===== src/rtl/dehaze_pkg.sv =====
// Shared definitions for the dehazer atmospheric-light datapath.
package dehaze_pkg;

  // Local atmospheric-light estimation modes.
  typedef enum logic [1:0] {
    MODE_BYPASS    = 2'd0,
    MODE_SCALE     = 2'd1,
    MODE_TILE_PEAK = 2'd2,
    MODE_BLEND     = 2'd3
  } mode_e;

  // Width of a counter that walks 0 .. n-1, never narrower than one bit.
  function automatic int cnt_width(input int n);
    return (n <= 1) ? 1 : $clog2(n);
  endfunction

endpackage


===== src/rtl/ale_chan_calc.sv =====
// Combinational per-channel local atmospheric-light arithmetic.
module ale_chan_calc
  import dehaze_pkg::*;
#(
  parameter int W = 8
) (
  input  mode_e          mode,
  input  logic [W-1:0]   a,
  input  logic [W-1:0]   d,
  input  logic [W-1:0]   tmax,
  output logic [W-1:0]   res
);

  // Rounding constant for the SCALE product (one half in W-bit fixed point).
  localparam logic [2*W-1:0] HALF = (2*W)'(1) << (W-1);

  logic [2*W-1:0] prod;
  logic [2*W-1:0] prod_rnd;
  logic [W-1:0]   peak;
  logic [W:0]     sum;

  // Select the estimate for this channel; every path is a pure function of its inputs.
  always_comb begin
    prod     = (2*W)'(a) * (2*W)'(d);
    prod_rnd = prod + HALF;
    peak     = (a < tmax) ? a : tmax;
    sum      = {1'b0, a} + {1'b0, peak} + (W+1)'(1);
    res      = a;
    case (mode)
      MODE_BYPASS:    res = a;
      // (2^W-1)^2 + 2^(W-1) stays below 2^(2W), so the upper half never overflows.
      MODE_SCALE:     res = prod_rnd[2*W-1:W];
      MODE_TILE_PEAK: res = peak;
      MODE_BLEND:     res = sum[W:1];
      default:        res = a;
    endcase
  end

endmodule


===== src/rtl/local_ale_stream.sv =====
// Streaming local atmospheric-light estimator: tile-latched globals and mode,
// tile running peak of the dark channel, two-stage valid/ready pipeline.
module local_ale_stream
  import dehaze_pkg::*;
#(
  parameter int W        = 8,
  parameter int NCH      = 3,
  parameter int TILE_LEN = 64
) (
  input  logic               clk,
  input  logic               rst,
  input  logic [1:0]         mode,
  input  logic [NCH*W-1:0]   a_global,
  input  logic               in_valid,
  output logic               in_ready,
  input  logic [W-1:0]       in_dark,
  input  logic               in_last,
  output logic               out_valid,
  input  logic               out_ready,
  output logic [NCH*W-1:0]   out_a_local,
  output logic               out_tile_end,
  output logic [W-1:0]       out_tile_max
);

  localparam int CW = cnt_width(TILE_LEN);
  localparam logic [CW-1:0] CNT_LAST = CW'(TILE_LEN - 1);

  // Tile tracking state
  logic [CW-1:0]      cnt_q, cnt_d;
  logic [W-1:0]       tmax_q, tmax_d;
  mode_e              mode_lat_q;
  logic [NCH*W-1:0]   glob_lat_q;

  // Stage 1 registers
  logic               s1_valid_q;
  logic [W-1:0]       s1_dark_q;
  logic [W-1:0]       s1_tmax_q;
  mode_e              s1_mode_q;
  logic [NCH*W-1:0]   s1_glob_q;
  logic               s1_end_q;

  // Stage 2 (output) registers
  logic               out_valid_q;
  logic [NCH*W-1:0]   out_a_local_q;
  logic               out_tile_end_q;
  logic [W-1:0]       out_tile_max_q;

  logic               en;
  logic               accept;
  logic               first_px;
  logic               tile_end;
  mode_e              mode_eff;
  logic [NCH*W-1:0]   glob_eff;
  logic [NCH*W-1:0]   chan_res;

  // The whole pipeline moves together whenever the output slot is free or draining.
  assign en       = out_ready || !out_valid_q;
  assign in_ready = en && !rst;
  assign accept   = in_valid && in_ready;

  // Per-pixel tile bookkeeping; the first pixel of a tile uses the live mode/globals.
  always_comb begin
    first_px = (cnt_q == '0);
    tile_end = (cnt_q == CNT_LAST) || in_last;
    cnt_d    = tile_end ? '0 : cnt_q + CW'(1);
    tmax_d   = (first_px || in_dark > tmax_q) ? in_dark : tmax_q;
    mode_eff = first_px ? mode_e'(mode) : mode_lat_q;
    glob_eff = first_px ? a_global : glob_lat_q;
  end

  // Tile counter, running peak and tile-latched controls advance only on accepted pixels.
  always_ff @(posedge clk) begin
    if (rst) begin
      cnt_q      <= '0;
      tmax_q     <= '0;
      mode_lat_q <= MODE_BYPASS;
      glob_lat_q <= '0;
    end else if (accept) begin
      cnt_q  <= cnt_d;
      tmax_q <= tmax_d;
      if (first_px) begin
        mode_lat_q <= mode_e'(mode);
        glob_lat_q <= a_global;
      end
    end
  end

  // Stage 1: capture the pixel with its effective tile context.
  always_ff @(posedge clk) begin
    if (rst) begin
      s1_valid_q <= 1'b0;
      s1_dark_q  <= '0;
      s1_tmax_q  <= '0;
      s1_mode_q  <= MODE_BYPASS;
      s1_glob_q  <= '0;
      s1_end_q   <= 1'b0;
    end else if (en) begin
      s1_valid_q <= accept;
      if (accept) begin
        s1_dark_q <= in_dark;
        s1_tmax_q <= tmax_d;
        s1_mode_q <= mode_eff;
        s1_glob_q <= glob_eff;
        s1_end_q  <= tile_end;
      end
    end
  end

  genvar gi;
  generate
    for (gi = 0; gi < NCH; gi++) begin : g_chan
      ale_chan_calc #(.W(W)) u_calc (
        .mode (s1_mode_q),
        .a    (s1_glob_q[gi*W +: W]),
        .d    (s1_dark_q),
        .tmax (s1_tmax_q),
        .res  (chan_res[gi*W +: W])
      );
    end
  endgenerate

  // Stage 2: register the per-channel results; held while downstream stalls.
  always_ff @(posedge clk) begin
    if (rst) begin
      out_valid_q    <= 1'b0;
      out_a_local_q  <= '0;
      out_tile_end_q <= 1'b0;
      out_tile_max_q <= '0;
    end else if (en) begin
      out_valid_q <= s1_valid_q;
      if (s1_valid_q) begin
        out_a_local_q  <= chan_res;
        out_tile_end_q <= s1_end_q;
        out_tile_max_q <= s1_tmax_q;
      end
    end
  end

  assign out_valid    = out_valid_q;
  assign out_a_local  = out_a_local_q;
  assign out_tile_end = out_tile_end_q;
  assign out_tile_max = out_tile_max_q;

endmodule

===== config.mk =====
export PLATFORM = sky130hd
export DESIGN_NAME = local_ale_stream
export DESIGN_NICKNAME = d
export VERILOG_FILES = /design/src/rtl/dehaze_pkg.sv /design/src/rtl/ale_chan_calc.sv /design/src/rtl/local_ale_stream.sv
export SDC_FILE = /design/constraint.sdc
export NUM_CORES = 1
export LEC_CHECK = 0
export CORE_MARGIN = 2
export CORE_UTILIZATION = 40
export CTS_BUF_LIST = sky130_fd_sc_hd__clkbuf_8 sky130_fd_sc_hd__clkbuf_16
export CTS_CLUSTER_DIAMETER = 150
export DETAILED_ROUTE_END_ITERATION = 10
export GPL_TIMING_DRIVEN = 0
export MAX_ROUTING_LAYER = met4
export SYNTH_ARGS = -nofsm -noshare
export SYNTH_HDL_FRONTEND = slang
export SYNTH_HIERARCHICAL = 1
export SYNTH_SLANG_ARGS = --single-unit

===== constraint.sdc =====
create_clock -name clk -period 4.33 [get_ports clk]
set_input_delay 0.866 -clock clk [delete_from_list [all_inputs] [get_ports clk]]
set_output_delay 0.866 -clock clk [all_outputs]
set_load 0.05 [all_outputs]

==> out/results.ini, run 1 <==
[status]
outcome=finished, violations left
failed_checks=setup timing

[synthesis]
syn_nets=1869
syn_inst=1559
syn_area_per_cell_sq_um=8.35
yosysUniqueCellTypes=79
async_reset_ff_frac=0
yosysWarnings=6
synth-edff-count=0
yosysTopAreaCellShare=0.181
ys_seq_elements=118
ys_seq_area_frac=0.181
ys_top_cells_by_area=dfxtp_1, fa_1, ha_1
syn_area_sq_um=13000
yosys.area.top_type=dfxtp_1
synthFlopType=dfxtp_1

[die]
row_count=66
io_pins=74
coreArea_sq_um=32300
die_w_um=184
start_util=0.403
die_area_sq_um=34000
die_h_um=184

[detailed_routing]
vias_per_cell=5.33
antenna_left=0
drt_iter0_markers=773
wl_per_cell_um=18.6
firstDrtPassIters=5
route.detailed.drc=0
wl_um=40500
vias=11600

[setup_path]
worstSetupEndpointType=flop
r2r_end=out_a_local[13]
r2r_cells=18
reg2reg_setup_slack_ns=-0.26
cp_data_arrival_time_ns=4.93
crit-reg2reg-launch=s1_glob_q[12]
crit_fanout=4
critPathRequiredTime_ns=4.68
crit_path_start_kind=flop
critical_path_class=flop to flop

[final_layout]
area_delta_synth_final_pct=25.8
final_area_sq_um=16400
drive_above_1_share=0.191
final-instance-count-excl-fill=2174
num-nets-final=2028
fillers=3071
final_common_cell=nand2_1
layout_common_cells=nand2_1, inv_1, ha_1

[clocking]
clkSlewWorstSetupHoldPaths_ns=0.06
h-tree-depth=4
cts.sinks=118
clk_latency_ns=0.42
cts_root_buf=clkbuf_16
cts_buffer_depth=2
cts_tree=yes
numCtsBuffers=17

[sta]
fin_skew_ns=0.00999
period_share=1.06
timing.hold.ws_ns=0.454
relSlewSlack=0.347
layout_min_cycle_time_ns=4.59
rsz0062_at_grt=true
final-hold-violation-count=0
clock.fmax_mhz=218
worst_pin_slew_ns=0.980
slew_viol_final=0
setup_viol=20
layout_setup_ws_ns=-0.257

[placement]
place_area_sq_um=14400
io_buffers=72
dp.cells=2073
globalplace.congestion=0.918
dpl.hpwl_um=28000

[global_route]
grt_usage=0.250
antenna_found_initial=0
grt_max_degree=17
grt.overflow.total=0
grt_pass1_vias=11700
grt_first_pass_wirelength_um=63500

[power_and_ir_drop]
power_density_nw_per_um2=252
power.total_mw=4.13
leakagePower_nw=7.51
ir_worst_vdd_v=0.000216

[min_path]
min_from=out_a_local[18]
hp-class=flop to flop
min_path_cells=2
min_to=out_a_local[18]

[flow_run]
max_cap_violations=0

==> final cells by class <==
class                           count  area [sq um]  area share
Clock inverter                     15           166      0.0102
Antenna cell                        1          2.50    0.000153
Buffer                             68           522      0.0319
Timing Repair Buffer              144          1420      0.0869
Sequential cell                   118          2470       0.151
Tap cell                          442           553      0.0338
Multi-Input combinational cell   1203         10200       0.622
Inverter                          166           624      0.0381
Clock buffer                       17           425      0.0260
==> worst max-delay path, cell delays in order (launching register included) <==
cell and delay [ns]:
dfxtp_4 0.35, clkbuf_16 0.15, buf_12 0.12, nand2_4 0.05
fa_2 0.43, fa_1 0.51, inv_2 0.04, fa_1 0.56
fa_1 0.44, ha_1 0.32, nand4_1 0.16, o221ai_4 0.32
a21bo_2 0.21, a311o_1 0.15, nand3_1 0.07, a22o_1 0.25
a21oi_2 0.10, nand2_1 0.10, a21oi_1 0.17
==> flip-flops by register name, summed over array words and instances, names as in the netlist, 6 cells and up <==
register / cells
tmax_q: 8
s1_glob_q: 24
cnt_q: 6
s1_tmax_q: 8
out_a_local: 24
glob_lat_q: 24
s1_dark_q: 8
out_tile_max: 8
==> Yosys cell counts (22+ instances only) <==
master,n
fa_1,108
clkbuf_1,42
xor2_1,22
a21oi_1,100
dfxtp_1,118
a311oi_1,28
and2_1,126
nor2_1,75
ha_1,163
nand2_1,277
inv_1,165
o21ai_0,38
xnor2_1,22
==> power by group <==
group          leakage [nW]  switching, mW  internal (mW)  total (mW)
registers             0.985          0.119           1.15        1.26
clock network         0.282          0.604          0.861        1.46
logic                  6.25          0.800          0.605        1.41
==> per-stage QoR <==
stage               setup slack [ns]  TNS, ns   util
finish                        -0.257    -2.83  0.507
global route                  -0.412    -6.27  0.507
CTS                           -0.261    -2.29  0.493
detailed placement            -0.724   -11.32  0.446
global placement              -0.673   -10.53  0.446
floorplan                    0.00606        0      -
==> cells by family (layout without fill, tap and decap cells) <==
group / after synthesis / after routing / synth area share
other cells: 0 / 1 / 0
xor+xnor: 44 / 44 / 0.0296
compound gates: 290 / 290 / 0.153
flops: 118 / 118 / 0.181
mux: 24 / 24 / 0.0280
buf+inv: 238 / 410 / 0.0757
fa+ha+maj: 271 / 271 / 0.323
simple gates: 574 / 574 / 0.210
==> repair_timing <==
action | CTS | global route
resized for setup | 152 | 68
endpoints found under the setup margin | 23 | 22
pin swaps | 79 | 62
hold buffers | 0 | 0
buffers inserted | 52 | 20
==> how the worst max path moves through the flow <==
stage / from / endpoint / slack, ns / depth (start not counted)
final: s1_glob_q[12] / out_a_local[13] / -0.26 / 18
after global routing: s1_glob_q[12] / out_a_local[13] / -0.41 / 18
after CTS: s1_glob_q[4] / out_a_local[4] / -0.26 / 15
after detailed placement: s1_dark_q[5] / out_a_local[15] / -0.72 / 16
after global placement: s1_dark_q[5] / out_a_local[13] / -0.67 / 16
after floorplan: s1_glob_q[6] / out_a_local[5] / 0.006 / 17
==> metal layers <==
layer  track usage  wire length, um
met1         0.326            17700
met2         0.404            19100
met3        0.0294             2310
met4        0.0810             1490
met5             -                0
Note: power is estimated with default switching activity, not from simulation.
==> run 2, diff against run 1 <==
--- a/config.mk
+++ b/config.mk
@@ -10,6 +10,7 @@
 export CTS_BUF_LIST = sky130_fd_sc_hd__clkbuf_8 sky130_fd_sc_hd__clkbuf_16
 export CTS_CLUSTER_DIAMETER = 150
 export DETAILED_ROUTE_END_ITERATION = 10
+export DONT_BUFFER_PORTS = 1
 export GPL_TIMING_DRIVEN = 0
 export MAX_ROUTING_LAYER = met4
 export SYNTH_ARGS = -nofsm -noshare
==> out/results.ini, run 2 (synthesis results as in run 1) <==
[global_route]
grt_usage=0.248
grt_first_pass_wirelength_um=62600
grt_pass1_vias=11400
grt.overflow.total=0
antenna_found_initial=1
grt_max_degree=17

[final_layout]
layout_common_cells=nand2_1, inv_1, ha_1
final_common_cell=nand2_1
area_delta_synth_final_pct=20.3
drive_above_1_share=0.194
diodes=0
fillers=3125
num-nets-final=1964
final-instance-count-excl-fill=2106

[die]
row_count=66
die_h_um=184
coreArea_sq_um=32300
start_util=0.403
die_area_sq_um=34000
die_w_um=184
io_pins=74

[sta]
worst_pin_slew_ns=0.923
setup_viol=21
rsz0062_at_grt=true
layout_min_cycle_time_ns=4.63
fin_skew_ns=0.00986
clock.fmax_mhz=216
timing.hold.ws_ns=0.454
layout_setup_ws_ns=-0.303
relSlewSlack=0.385
final-hold-violation-count=0
period_share=1.07
slew_viol_final=0

[setup_path]
path_cells=buf_8, buf_6, nand2_4, fa_2, inv_1, fa_1, inv_2, fa_1, inv_2, fa_1, ha_4, nand3_2, o211ai_1, nand3_2, buf_4, nand3_4, nand2_2, xnor2_1, mux4_2, nand2_2, a21oi_2
crit_path_start_kind=flop
worstSetupEndpointType=flop
slowest_delay_ns=0.54
cp_data_arrival_time_ns=4.92
crit_top_cell=fa_1
cp_top_family=adder cells
crit_slowest_cell=fa_1
worst-path-buf-inv=6
r2r_cells=21
path_depth=21
critPathRequiredTime_ns=4.61
critical_path_class=flop to flop
crit_fanout=7

[placement]
io_buffers=0
dp.cells=2001
dpl.hpwl_um=27300
globalplace.congestion=0.909
place_ws_ns=-0.781

[detailed_routing]
vias_per_cell=5.40
drt_iter0_markers=821
antenna_left=0
route.detailed.drc=0
wl_per_cell_um=19.0
vias=11400
wl_um=39900
firstDrtPassIters=5

[clocking]
clk_latency_ns=0.42
cts_tree=yes
cts.sinks=118
numCtsBuffers=17
clkSlewWorstSetupHoldPaths_ns=0.05
cts_root_buf=clkbuf_16
cts_buffer_depth=2
holdBufCountCts=0
h-tree-depth=4

[power_and_ir_drop]
leakagePower_nw=7.32
ir_worst_vdd_v=0.000266
power_density_nw_per_um2=263

[flow_run]
max_cap_violations=0

[status]
outcome=finished, violations left
failed_checks=setup timing

[min_path]
min_path_cells=2
hp-class=flop to flop

## run 2: final timing paths
kind	slack, ns	endpoint	from
max	-0.30	out_a_local[22]	s1_dark_q[4]
min	0.45	glob_lat_q[7]	glob_lat_q[7]
max reg2reg	-0.30	out_a_local[22]	s1_dark_q[4]
min reg2reg	0.45	glob_lat_q[7]	glob_lat_q[7]
## run 2: layout make-up
| class | count | area (sq um) | area share |
|---|---|---|---|
| multi-input combinational | 1203 | 10100 | 0.646 |
| sequential | 118 | 2480 | 0.158 |
| timing repair buffer | 80 | 753 | 0.0481 |
| inverter | 166 | 624 | 0.0399 |
| tap | 442 | 553 | 0.0353 |
| buffer | 68 | 522 | 0.0333 |
| clock buffer | 19 | 453 | 0.0289 |
| clock inverter | 10 | 156 | 0.00999 |
## run 2: repair_timing
action / 4_1_cts / 5_1_grt
endpoints found under the setup margin: 24 / 23
setup buffers: 56 / 23
pin swaps: 70 / 63
gates cloned: 1 / 0
gates resized for setup: 126 / 72
## run 2: stage by stage
stage | cell area [sq um] | setup TNS [ns] | total power [mW] | util
after global routing | 15700 | -6.79 | 4.33 | 0.485
after detailed placement | 13700 | -12.06 | 2.42 | 0.424
after floorplan | 13100 | 0 | 2.11 | -
after CTS | 15200 | -3.06 | 4.06 | 0.471
after global placement | 13700 | -11.15 | 2.40 | 0.424
final | 15700 | -3.87 | 4.12 | 0.485
## run 2: worst min-delay path, stage by stage, from the launching register on
cell,delay (ns)
dfxtp_1,0.31
nand2_1,0.05
a21oi_1,0.05
## run 2: report_power, final
group / internal, mW / switching, mW / total, mW
registers: 1.15 / 0.163 / 1.31
clock network: 0.980 / 0.529 / 1.51
logic: 0.561 / 0.741 / 1.30
total: 2.69 / 1.43 / 4.12
## run 2: layer usage
| metal | GRT usage | wire [um] | part of all wire | vias to the layer above |
|---|---|---|---|---|
| met5 | - | 0 | 0 | - |
| met4 | 0.0906 | 1350 | 0.034 | 0 |
| met3 | 0.0423 | 2870 | 0.072 | 72 |
| met2 | 0.392 | 18600 | 0.47 | 371 |
| met1 | 0.318 | 17100 | 0.43 | 5497 |
| li1 | - | - | - | 5428 |
